==> config.mk <==
export PLATFORM = sky130hd
export DESIGN_NAME = bcd_addsub_serial
export DESIGN_NICKNAME = d
export VERILOG_FILES = /design/src/rtl/bcd_pkg.sv /design/src/rtl/bcd_digit_add.sv /design/src/rtl/bcd_addsub_serial.sv
export SDC_FILE = /design/constraint.sdc
export NUM_CORES = 1
export LEC_CHECK = 0
export CAP_MARGIN = 20
export CORE_MARGIN = 5
export CORE_UTILIZATION = 25
export DETAILED_ROUTE_END_ITERATION = 8
export PLACE_DENSITY = 0.45
export SLEW_MARGIN = 20
export SYNTH_ARGS = -nofsm -noshare
export SYNTH_HDL_FRONTEND = slang
export SYNTH_HIERARCHICAL = 1
export SYNTH_SLANG_ARGS = --single-unit
==> constraint.sdc <==
create_clock -name clk -period 8.9 [get_ports clk]
set_input_delay 2.225 -clock clk [delete_from_list [all_inputs] [get_ports clk]]
set_output_delay 2.225 -clock clk [all_outputs]
set_load 0.05 [all_outputs]
==> src/rtl/bcd_pkg.sv <==
// Shared types and helpers for the serial packed-BCD adder/subtractor.
package bcd_pkg;

  typedef logic [3:0] bcd_digit_t;

  typedef enum logic [1:0] {
    IDLE = 2'd0,
    RUN  = 2'd1,
    DONE = 2'd2
  } bcd_state_e;

  function automatic logic is_bcd(input bcd_digit_t d);
    return (d <= 4'd9);
  endfunction

endpackage

==> src/rtl/bcd_digit_add.sv <==
// One decimal digit of addition: binary sum of two digits plus carry, then +6 correction.
module bcd_digit_add
  import bcd_pkg::*;
(
  input  bcd_digit_t a,
  input  bcd_digit_t b,
  input  logic       cin,
  output bcd_digit_t digit,
  output logic       cout
);

  logic [4:0] sum_s;
  logic [4:0] adj_s;

  // Binary digit sum with decimal overflow correction
  always_comb begin
    sum_s = {1'b0, a} + {1'b0, b} + {4'd0, cin};
    adj_s = sum_s + 5'd6;
    digit = 4'd0;
    cout  = 1'b0;
    if (sum_s > 5'd9) begin
      digit = adj_s[3:0];
      cout  = 1'b1;
    end else begin
      digit = sum_s[3:0];
      cout  = 1'b0;
    end
  end

endmodule

==> src/rtl/bcd_addsub_serial.sv <==
// NDIG-digit packed-BCD adder/subtractor, one digit per clock, least significant digit first.
module bcd_addsub_serial
  import bcd_pkg::*;
#(
  parameter int NDIG = 3
) (
  input  logic                  clk,
  input  logic                  rst,
  input  logic [4*NDIG-1:0]     a_bcd,
  input  logic [4*NDIG-1:0]     b_bcd,
  input  logic                  sub,
  input  logic                  load,
  input  logic                  start,
  output logic                  busy,
  output logic                  ready,
  output logic [4*(NDIG+1)-1:0] sum_bcd,
  output logic                  neg,
  output logic                  err
);

  localparam int CW = (NDIG > 1) ? $clog2(NDIG) : 1;

  bcd_state_e            state_r;
  logic [CW-1:0]         cnt_r;
  logic [4*NDIG-1:0]     a_op_r;
  logic [4*NDIG-1:0]     b_op_r;
  logic                  sub_op_r;
  logic [4*NDIG-1:0]     a_sh_r;
  logic [4*NDIG-1:0]     b_sh_r;
  logic                  carry_r;
  logic [4*(NDIG+1)-1:0] sum_r;
  logic                  busy_r;
  logic                  ready_r;
  logic                  neg_r;
  logic                  err_r;

  logic                  bad_digit_s;
  bcd_digit_t            b_in_s;
  bcd_digit_t            digit_s;
  logic                  cout_s;

  // Flag any non-decimal digit in the held operands
  always_comb begin
    bad_digit_s = 1'b0;
    for (int i = 0; i < NDIG; i++) begin
      bad_digit_s = bad_digit_s | ~is_bcd(a_op_r[4*i +: 4]) | ~is_bcd(b_op_r[4*i +: 4]);
    end
  end

  // Subtraction adds the nines' complement of B with an initial carry of one
  assign b_in_s = sub_op_r ? (4'd9 - b_sh_r[3:0]) : b_sh_r[3:0];

  bcd_digit_add u_digit_add (
    .a     (a_sh_r[3:0]),
    .b     (b_in_s),
    .cin   (carry_r),
    .digit (digit_s),
    .cout  (cout_s)
  );

  // Control FSM, operand capture and digit-serial datapath
  always_ff @(posedge clk) begin
    if (rst) begin
      state_r  <= IDLE;
      cnt_r    <= '0;
      a_op_r   <= '0;
      b_op_r   <= '0;
      sub_op_r <= 1'b0;
      a_sh_r   <= '0;
      b_sh_r   <= '0;
      carry_r  <= 1'b0;
      sum_r    <= '0;
      busy_r   <= 1'b0;
      ready_r  <= 1'b0;
      neg_r    <= 1'b0;
      err_r    <= 1'b0;
    end else begin
      case (state_r)
        IDLE, DONE: begin
          if (load) begin
            a_op_r   <= a_bcd;
            b_op_r   <= b_bcd;
            sub_op_r <= sub;
            ready_r  <= 1'b0;
            state_r  <= IDLE;
          end else if (start) begin
            cnt_r <= '0;
            sum_r <= '0;
            neg_r <= 1'b0;
            if (bad_digit_s) begin
              err_r   <= 1'b1;
              ready_r <= 1'b1;
              state_r <= DONE;
            end else begin
              err_r   <= 1'b0;
              ready_r <= 1'b0;
              busy_r  <= 1'b1;
              carry_r <= sub_op_r;
              state_r <= RUN;
              // Packed BCD orders like binary, so a plain compare picks the larger magnitude
              if (sub_op_r && (a_op_r < b_op_r)) begin
                a_sh_r <= b_op_r;
                b_sh_r <= a_op_r;
                neg_r  <= 1'b1;
              end else begin
                a_sh_r <= a_op_r;
                b_sh_r <= b_op_r;
              end
            end
          end else begin
            state_r <= state_r;
          end
        end
        RUN: begin
          sum_r[{cnt_r, 2'b00} +: 4] <= digit_s;
          carry_r <= cout_s;
          a_sh_r  <= a_sh_r >> 4'd4;
          b_sh_r  <= b_sh_r >> 4'd4;
          if (cnt_r == CW'(NDIG - 1)) begin
            sum_r[4*NDIG +: 4] <= sub_op_r ? 4'd0 : {3'd0, cout_s};
            busy_r  <= 1'b0;
            ready_r <= 1'b1;
            state_r <= DONE;
          end else begin
            cnt_r <= cnt_r + CW'(1);
          end
        end
        default: begin
          state_r <= IDLE;
          busy_r  <= 1'b0;
          ready_r <= 1'b0;
        end
      endcase
    end
  end

  assign busy    = busy_r;
  assign ready   = ready_r;
  assign sum_bcd = sum_r;
  assign neg     = neg_r;
  assign err     = err_r;

endmodule

# Yosys cells after proc, flatten, opt, wreduce, memory -nomap -nowiden

Cells that the tools add are included.

Flip-flop bits (word level): 74
Word-level logic and storage cells: 105

Add/sub/neg operators: 6
Order comparisons: 8
Equality and inequality tests: 9
Shifts and indexed selects: 2
Muxes and demuxes: 44
Bitwise operators: 12
Reductions and logical operators: 11

Operator list:

| cell                                                                   | number |
|---|---|
| 12-bit two-way mux                                                     | 8 |
| 12-bit one-hot mux with 2 select lines                                 | 2 |
| 16-bit two-way mux                                                     | 2 |
| 16-bit one-hot mux with 2 select lines                                 | 1 |
| 4-bit less-or-equal comparator, second input constant                  | 6 |
| 16-bit bitwise mux                                                     | 1 |
| 4-bit by 6-bit variable shift with 16-bit output, first input constant | 1 |
| 4-bit by 6-bit indexed part select with 16-bit output                  | 1 |
| 1-bit two-way mux                                                      | 15 |
| 2-bit two-way mux                                                      | 7 |
| 12-bit less-than comparator                                            | 1 |
| 4-bit two-way mux                                                      | 3 |
| 4-bit AND reduction                                                    | 3 |
| 2-bit != test, second input constant                                   | 5 |
| 2-bit one-hot mux with 2 select lines                                  | 2 |
| 1-bit inverter                                                         | 7 |
| 4-bit negator with 6-bit output                                        | 1 |
| 1-bit one-hot mux with 2 select lines                                  | 3 |
| 3-bit AND reduction                                                    | 2 |
| 4-bit by 4-bit adder with 5-bit output                                 | 1 |
| 5-bit by 1-bit adder with 5-bit output                                 | 1 |
| 5-bit by 4-bit > comparator with 1-bit output, second input constant   | 1 |
| 1-bit bitwise OR                                                       | 5 |
| 4-bit by 3-bit adder with 4-bit output, second input constant          | 1 |
| 10 further kinds                                                       | 12 |

# Longest topological paths before layout

Gate-level depths: netlist (run 1).

Depth after elaboration: 11
Gate-level depth with buffers: 13

# Modules after synthesis

The synthesis (run 1) kept the hierarchy.

By module, submodules not included:

| module            | instances | cells an instance | area each (µm²) | sequential area each (µm²) |
|---|---|---|---|---|
| bcd_addsub_serial | 1         | 373               | 3338.2          | 1461.4 |
| bcd_digit_add     | 1         | 22                | 211.5           | 0.0 |

# Worst setup path after synthesis (run 1)

Ideal clock, no wire load.

Path type: input to register
From: input rst
To: register a_sh_r[9]
Data arrival time: 3.461 ns
Setup slack: 5.316 ns
Stages on the path: 6
Path through: clkbuf_1 -> and4b_1 -> and2_1 -> o211a_4 -> buf_6 -> a221o_2

RTL lines:

| element              | RTL line                 | source |
|---|---|---|
| from (decl)          | bcd_addsub_serial.sv:8   | `input logic rst,` |
| to (signal assigned) | bcd_addsub_serial.sv:102 | `a_sh_r <= b_op_r;` |
| to (signal assigned) | bcd_addsub_serial.sv:106 | `a_sh_r <= a_op_r;` |
| to (signal assigned) | bcd_addsub_serial.sv:117 | `a_sh_r <= a_sh_r >> 4'd4;` |
| to (decl)            | bcd_addsub_serial.sv:28  | `logic [4*NDIG-1:0] a_sh_r;` |

# Final worst setup path (run 1)

From: input load
To: register a_sh_r[9]

Word-level cells in the longest chain between the ends: 2

Ends and longest elaborated chain:

| element                              | RTL line                | source |
|---|---|---|
| from (decl)                          | bcd_addsub_serial.sv:12 | `input logic load,` |
| 2-bit != test (no source line)       | -                       |  |
| 4-bit AND reduction (no source line) | -                       |  |

No other way between the ends.
A chain may end at the register's enable or synchronous reset.

==> flow_metrics.env, run 1 <==
export IMPL_status="finished, final reports clean"
export IMPL_rows=43
export IMPL_drc=0
export IMPL_yosysWarnings=6
export IMPL_fmax_ghz=0.229
export IMPL_internal_power_mw=0.679
export IMPL_syn_avg_cell_area_sq_um=8.99
export IMPL_setup_violations=0
export IMPL_timing_final_max_slew_violations=0
export IMPL_vias_per_cell=4.82
export IMPL_drtPass1Iterations=4
export IMPL_clk_pin_slew_ns=0.06
export IMPL_clock_power_share=0.475
export IMPL_vias=2967
export IMPL_r2r_cells=10
export IMPL_synth_area_sq_um=3550
export IMPL_die_area_sq_um=16700
export IMPL_power_frac_comb=0.130
export IMPL_worstReg2RegStart="sub_op_r$_SDFFE_PP0P_"
export IMPL_tightestPinTransition_ns=1.08
export IMPL_core_area_sq_um=13900
export IMPL_async_flop_share=0
export IMPL_p_per_area_nw_per_um2=203
export IMPL_multi_input_area_sq_um=1900
export IMPL_synth_yosys_seq_area_share=0.412
export IMPL_min_from="a_op_r[8]$_SDFFE_PP0P_"
export IMPL_grt_max_degree=53
export IMPL_grtUsageTotal=0.114
export IMPL_post_cts_buffers=0
export IMPL_layout_drive_gt1_share=0.0596
export IMPL_worstPathMaxFanout=23
export IMPL_portBuffers=48
export IMPL_cts_buffers=9
export IMPL_initial_core_util=0.256
export IMPL_routed_wirelength_um=9240
export IMPL_dieWidth_um=129
export IMPL_diodes=0
export IMPL_fill_cells=1460
export IMPL_hold_class="register to register"
export IMPL_whs_path_depth=2
export IMPL_power_mw=0.910
export IMPL_hpwl_um=6720
export IMPL_area_growth_pct=26.3
export IMPL_avgRoutedWirePerCell_um=15.0
export IMPL_htreeDepth=3
export IMPL_drv_cap=0
export IMPL_place_congestion=0.744
export IMPL_synthFlopType="dfxtp_1"
export IMPL_setup_tns_ns=0
export IMPL_synth_seq_cells=73
export IMPL_worstPathRequired_ns=9.18
export IMPL_die_h_um=129
export IMPL_cts_root_buf="clkbuf_16"
export IMPL_min_to="a_op_r[8]$_SDFFE_PP0P_"
export IMPL_peakVddDrop_mv=0.115
export IMPL_cts_resized=0
export IMPL_grt_pass1_vias=2825
export IMPL_cts_path_max_buffers=2
export IMPL_finalHoldViolations=0
export IMPL_num_nets_final=482
export IMPL_rsz0062_at_grt="false"
export IMPL_r2r_slack_ns=5.56
export IMPL_pin_count=49
export IMPL_slew_headroom=0.279
export IMPL_switching_power_mw=0.231
export IMPL_worstSetupStartpointType="primary input"
export IMPL_switching_share=0.254
export IMPL_grt_pass1_wl_um=14700
export IMPL_clock_sinks=73
export IMPL_fin_crit_sh=0.491
export IMPL_cts_tree="yes"
export IMPL_regArea_sq_um=1460
export IMPL_ys_types=45
export IMPL_syn_num_nets=446
export IMPL_ctsHoldBuffers=0
export IMPL_grt_overflow=0
export IMPL_clk_latency_ns=0.34
export IMPL_p_leak_nw=1.67
export IMPL_ant_nets=0
export IMPL_r2r_end="sum_bcd[10]$_SDFFE_PP0P_"
export IMPL_finClkSkew_ns=0.00624
export IMPL_first_iter_violations=170
export IMPL_synthCells=395
export IMPL_antenna_found_initial=0
export IMPL_power_frac_seq=0.396
export IMPL_synth_edf_count=0
export IMPL_crit_arrival_ns=4.65
export IMPL_end_kind="register"
export IMPL_critPathKind="primary input to register"
export IMPL_period_minus_slack_ns=4.37
==> metal layers <==
metal,wire length [um],part of all wire,GRT usage,vias to the layer above
li1,-,-,-,1508
met1,4150,0.45,0.138,1397
met2,4530,0.49,0.189,53
met3,435,0.047,0.0346,9
met4,125,0.014,0.0439,0
met5,0,0,0,-
==> stage by stage <==
stage	setup slack (ns)	utilization	area, sq um	hold slack (ns)	cells
CTS	4.54	0.323	4480	0.501	616
global route	4.37	0.323	4480	0.536	616
finish	4.53	0.323	4480	0.498	616
floorplan	5.32	-	3550	0.457	395
detailed placement	4.17	0.297	4130	0.486	600
global placement	4.22	0.297	4130	0.483	600
==> critical path: stages <==
cell,delay [ns]
clkdlybuf4s50_1,0.50
nor3b_4,0.42
and4b_1,0.30
nand2_2,0.09
o31ai_4,0.81
a221o_2,0.29
==> cells in the final DEF (no fill, tap or decap), types with 2 or more instances in the layout <==
master,count
and4_1,3
clkbuf_8,2
nand4_1,4
nor2_1,35
clkdlybuf4s50_1,47
a22oi_1,17
mux2i_1,2
nor3_1,6
a211oi_1,2
clkbuf_16,9
a21oi_1,37
xnor2_1,3
bufinv_16,3
dfxtp_1,73
inv_1,18
o21a_1,5
nand2_1,55
o21ai_0,10
a221o_2,2
nor2b_1,4
o31ai_4,2
ha_1,20
nand2b_1,4
nand3_1,3
a22o_1,15
fa_1,2
and2_1,10
a221o_1,21
==> sequential cells by signal, indices dropped and copies added (netlist names) <==
| name | count |
|---|---|
| sum_bcd | 16 |
| a_op_r | 12 |
| a_sh_r | 12 |
| b_op_r | 12 |
| b_sh_r | 12 |
| cnt_r | 2 |
| state_r | 2 |
| busy | 1 |
| carry_r | 1 |
| err | 1 |
| neg | 1 |
| sub_op_r | 1 |
==> cell usage after synthesis (all sizes together), types with 2 or more instances <==
library cell | instances | share of area
nor2b | 5 | 0.0088
o21a | 5 | 0.011
dfxtp | 73 | 0.41
nand2 | 56 | 0.060
a21oi | 37 | 0.052
a22oi | 17 | 0.036
and4 | 3 | 0.0074
ha | 20 | 0.070
a22o | 15 | 0.037
inv | 18 | 0.019
clkbuf | 16 | 0.017
and2 | 10 | 0.018
fa | 2 | 0.011
nand4 | 4 | 0.0070
mux2i | 2 | 0.0056
a221o | 23 | 0.066
buf | 7 | 0.019
o31ai | 2 | 0.012
nor2 | 35 | 0.037
a2111oi | 2 | 0.0053
xnor2 | 3 | 0.0074
nand2b | 4 | 0.0070
a211oi | 2 | 0.0042
o21ai | 10 | 0.014
nor3 | 6 | 0.0085
nand3 | 3 | 0.0042
==> logic make-up after synthesis <==
| logic type | after synthesis | synth area share |
|---|---|---|
| fa+ha+maj | 22 | 0.0818 |
| buf+inv | 41 | 0.0546 |
| mux | 2 | 0.00564 |
| xor+xnor | 4 | 0.00987 |
| compound gates | 121 | 0.263 |
| simple gates | 132 | 0.174 |
| flops | 73 | 0.412 |
==> worst max path at each step <==
stage | from | end | slack, ns | cells past startpoint
2_1_floorplan | rst | a_sh_r[9]$_SDFFE_PP0P_ | 5.32 | 6
3_3_place_gp | load | b_sh_r[11]$_SDFFE_PP0P_ | 4.22 | 6
4_1_cts | load | a_sh_r[9]$_SDFFE_PP0P_ | 4.54 | 6
5_1_grt | load | a_sh_r[9]$_SDFFE_PP0P_ | 4.37 | 6
6_report | load | a_sh_r[9]$_SDFFE_PP0P_ | 4.53 | 6
3_5_place_dp | load | a_sh_r[9]$_SDFFE_PP0P_ | 4.17 | 6
==> final cells by class <==
| class | count | share of cell area |
|---|---|---|
| clock buffer | 12 | 0.0572 |
| sequential | 73 | 0.326 |
| clock inverter | 4 | 0.0221 |
| multi-input combinational | 281 | 0.423 |
| tap | 180 | 0.0503 |
| timing repair buffer | 48 | 0.106 |
| inverter | 18 | 0.0151 |
==> power groups by stage <==
stage	clock network [mW]	logic, mW	registers (mW)
after floorplan	0	0.0814	0.365
after global placement	0	0.117	0.367
after detailed placement	0	0.119	0.368
after CTS	0.443	0.120	0.360
after global routing	0.452	0.132	0.363
final	0.432	0.118	0.360
Power figures use the tool's default switching activity.
==> run 2: changes to the inputs <==
==> constraint.sdc (replaced) <==
create_clock -name clk -period 4.4 [get_ports clk]
set_input_delay 1.1 -clock clk [delete_from_list [all_inputs] [get_ports clk]]
set_output_delay 1.1 -clock clk [all_outputs]
set_load 0.05 [all_outputs]
==> run 2 against run 1 <==
Utilization down 0.48 points. Largest power group is now sequential cells. Design area down 1.5%. Combinational power up 100%. Global-route usage up 0.28 points. Largest cell class unchanged. First-iteration DRC count down 25%. Final cell count up 0.16%. Die area unchanged.
==> flow_metrics.env, run 2 (synthesis gave the netlist of run 1 again) <==
export IMPL_status="finished, final reports clean"
export IMPL_first_iter_violations=127
export IMPL_grt_max_degree=28
export IMPL_power_frac_seq=0.444
export IMPL_largest_reg_flops=16
export IMPL_die_area_sq_um=16700
export IMPL_clock_power_share=0.409
export IMPL_worstPathRequired_ns=4.67
export IMPL_utilization=0.318
export IMPL_rows=43
export IMPL_cts_buffers=9
export IMPL_wl_met3_um=407
export IMPL_r2r_slack_ns=1.16
export IMPL_power_frac_comb=0.147
export IMPL_hpwl_um=6830
export IMPL_vias=2958
export IMPL_dr_max_layer_used="met4"
export IMPL_routed_wirelength_um=9250
export IMPL_dieWidth_um=129
export IMPL_drtPass1Iterations=4
export IMPL_multi_input_area_sq_um=1910
export IMPL_htreeDepth=3
export IMPL_clk_latency_ns=0.34
export IMPL_slew_headroom=0.500
export IMPL_core_area_sq_um=13900
export IMPL_tightestPinTransition_ns=0.751
export IMPL_post_cts_buffers=0
export IMPL_pin_count=49
export IMPL_die_h_um=129
export IMPL_worstPathMaxFanout=8
export IMPL_fin_area_sq_um=4420
export IMPL_drv_cap=0
export IMPL_area_growth_pct=24.4
export IMPL_critPathKind="register to register"
export IMPL_finClkSkew_ns=0.00345
export IMPL_setup_violations=0
export IMPL_p_leak_nw=1.64
export IMPL_final_common_cell="dfxtp_1"
export IMPL_fmax_ghz=0.308
export IMPL_ctsHoldBuffers=0
export IMPL_cts_resized=0
export IMPL_crit_arrival_ns=3.52
export IMPL_antenna_found_initial=0
export IMPL_wl_met2_um=4430
export IMPL_met1Wirelength_um=4270
export IMPL_grt_pass1_wl_um=15100
export IMPL_timing_final_max_slew_violations=0
export IMPL_avgRoutedWirePerCell_um=15.0
export IMPL_clock_sinks=73
export IMPL_dpl_cell_area_sq_um=4140
export IMPL_diodes=0
export IMPL_setup_tns_ns=0
export IMPL_place_congestion=0.763
export IMPL_grt_overflow=0
export IMPL_hold_class="register to register"
export IMPL_drc=0
export IMPL_final_cell_mix="dfxtp_1, nand2_1, clkdlybuf4s50_1, a21oi_1, nor2_1"
export IMPL_layout_drive_gt1_share=0.0641
export IMPL_switching_share=0.280
export IMPL_end_kind="register"
export IMPL_regArea_sq_um=1460
export IMPL_ant_nets=0
export IMPL_initial_core_util=0.256
export IMPL_power_mw=1.64
export IMPL_cts_tree="yes"
export IMPL_peakVddDrop_mv=0.232
export IMPL_fill_cells=1487
export IMPL_finalHoldViolations=0
export IMPL_internal_power_mw=1.18
export IMPL_period_minus_slack_ns=3.24
export IMPL_p_per_area_nw_per_um2=371
export IMPL_num_nets_final=484
export IMPL_worstSetupStartpointType="register"
export IMPL_grtUsageTotal=0.117
export IMPL_fin_hold_ws_ns=0.496
export IMPL_rsz0062_at_grt="false"
export IMPL_cts_path_max_buffers=2
export IMPL_portBuffers=48
export IMPL_vias_per_cell=4.79
export IMPL_clk_pin_slew_ns=0.06
export IMPL_cts_root_buf="clkbuf_16"
export IMPL_fin_crit_sh=0.737
export IMPL_grt_pass1_vias=2842
export IMPL_switching_power_mw=0.459
run 2: changes by cell type in the layout (fill, tap and decap cells not counted):
cell,delta
clkinvlp_4,+1
nand2b_1,-1
clkbuf_1,+1
buf_4,+2
nor2b_4,+1
clkinv_2,+2
nor2_1,-1
clkbuf_8,-1
nor2b_2,-1
bufinv_16,-3
nand2b_2,+1
clkinv_4,-1
nor2_2,+1
run 2: metal layers:
metal,global-route usage,up-vias
li1,-,1508
met1,0.145,1395
met2,0.193,46
met3,0.0330,9
met4,0.0445,0
met5,0,-
run 2: worst max-delay path: stages (launching register included):
cell,delay [ns]
dfxtp_1,0.50
xor2_1,0.14
fa_1,0.45
fa_1,0.42
xnor2_1,0.19
ha_1,0.24
a31o_1,0.23
o31ai_4,0.34
mux2i_1,0.41
a22oi_1,0.15
nor2_1,0.10
run 2: cell type report:
type	count	area share
well taps	180	0.0510
clock buffers	12	0.0558
clock inverters	3	0.00397
flip-flops and latches	73	0.331
repair buffers	50	0.111
inverters	18	0.0153
multi-input cells	281	0.432
run 2: stage by stage:
stage,setup WS [ns],std cells
after floorplan,1.45,395
after global placement,0.983,602
after detailed placement,0.936,602
after CTS,1.13,617
after global routing,0.940,617
final,1.16,617
run 2: final timing paths:
check / startpoint / end / depth (start not counted)
max: sub_op_r$_SDFFE_PP0P_ / sum_bcd[10]$_SDFFE_PP0P_ / 10
min: sum_bcd[8]$_SDFFE_PP0P_ / sum_bcd[8]$_SDFFE_PP0P_ / 2
max reg2reg: sub_op_r$_SDFFE_PP0P_ / sum_bcd[10]$_SDFFE_PP0P_ / 10
min reg2reg: sum_bcd[8]$_SDFFE_PP0P_ / sum_bcd[8]$_SDFFE_PP0P_ / 2
run 2: power by group through the flow:
stage	registers [mW]	clock network (mW)	logic (mW)
after floorplan	0.738	0	0.165
after global placement	0.742	0	0.239
after detailed placement	0.743	0	0.243
after CTS	0.728	0.693	0.244
after global routing	0.733	0.716	0.271
final	0.728	0.671	0.241
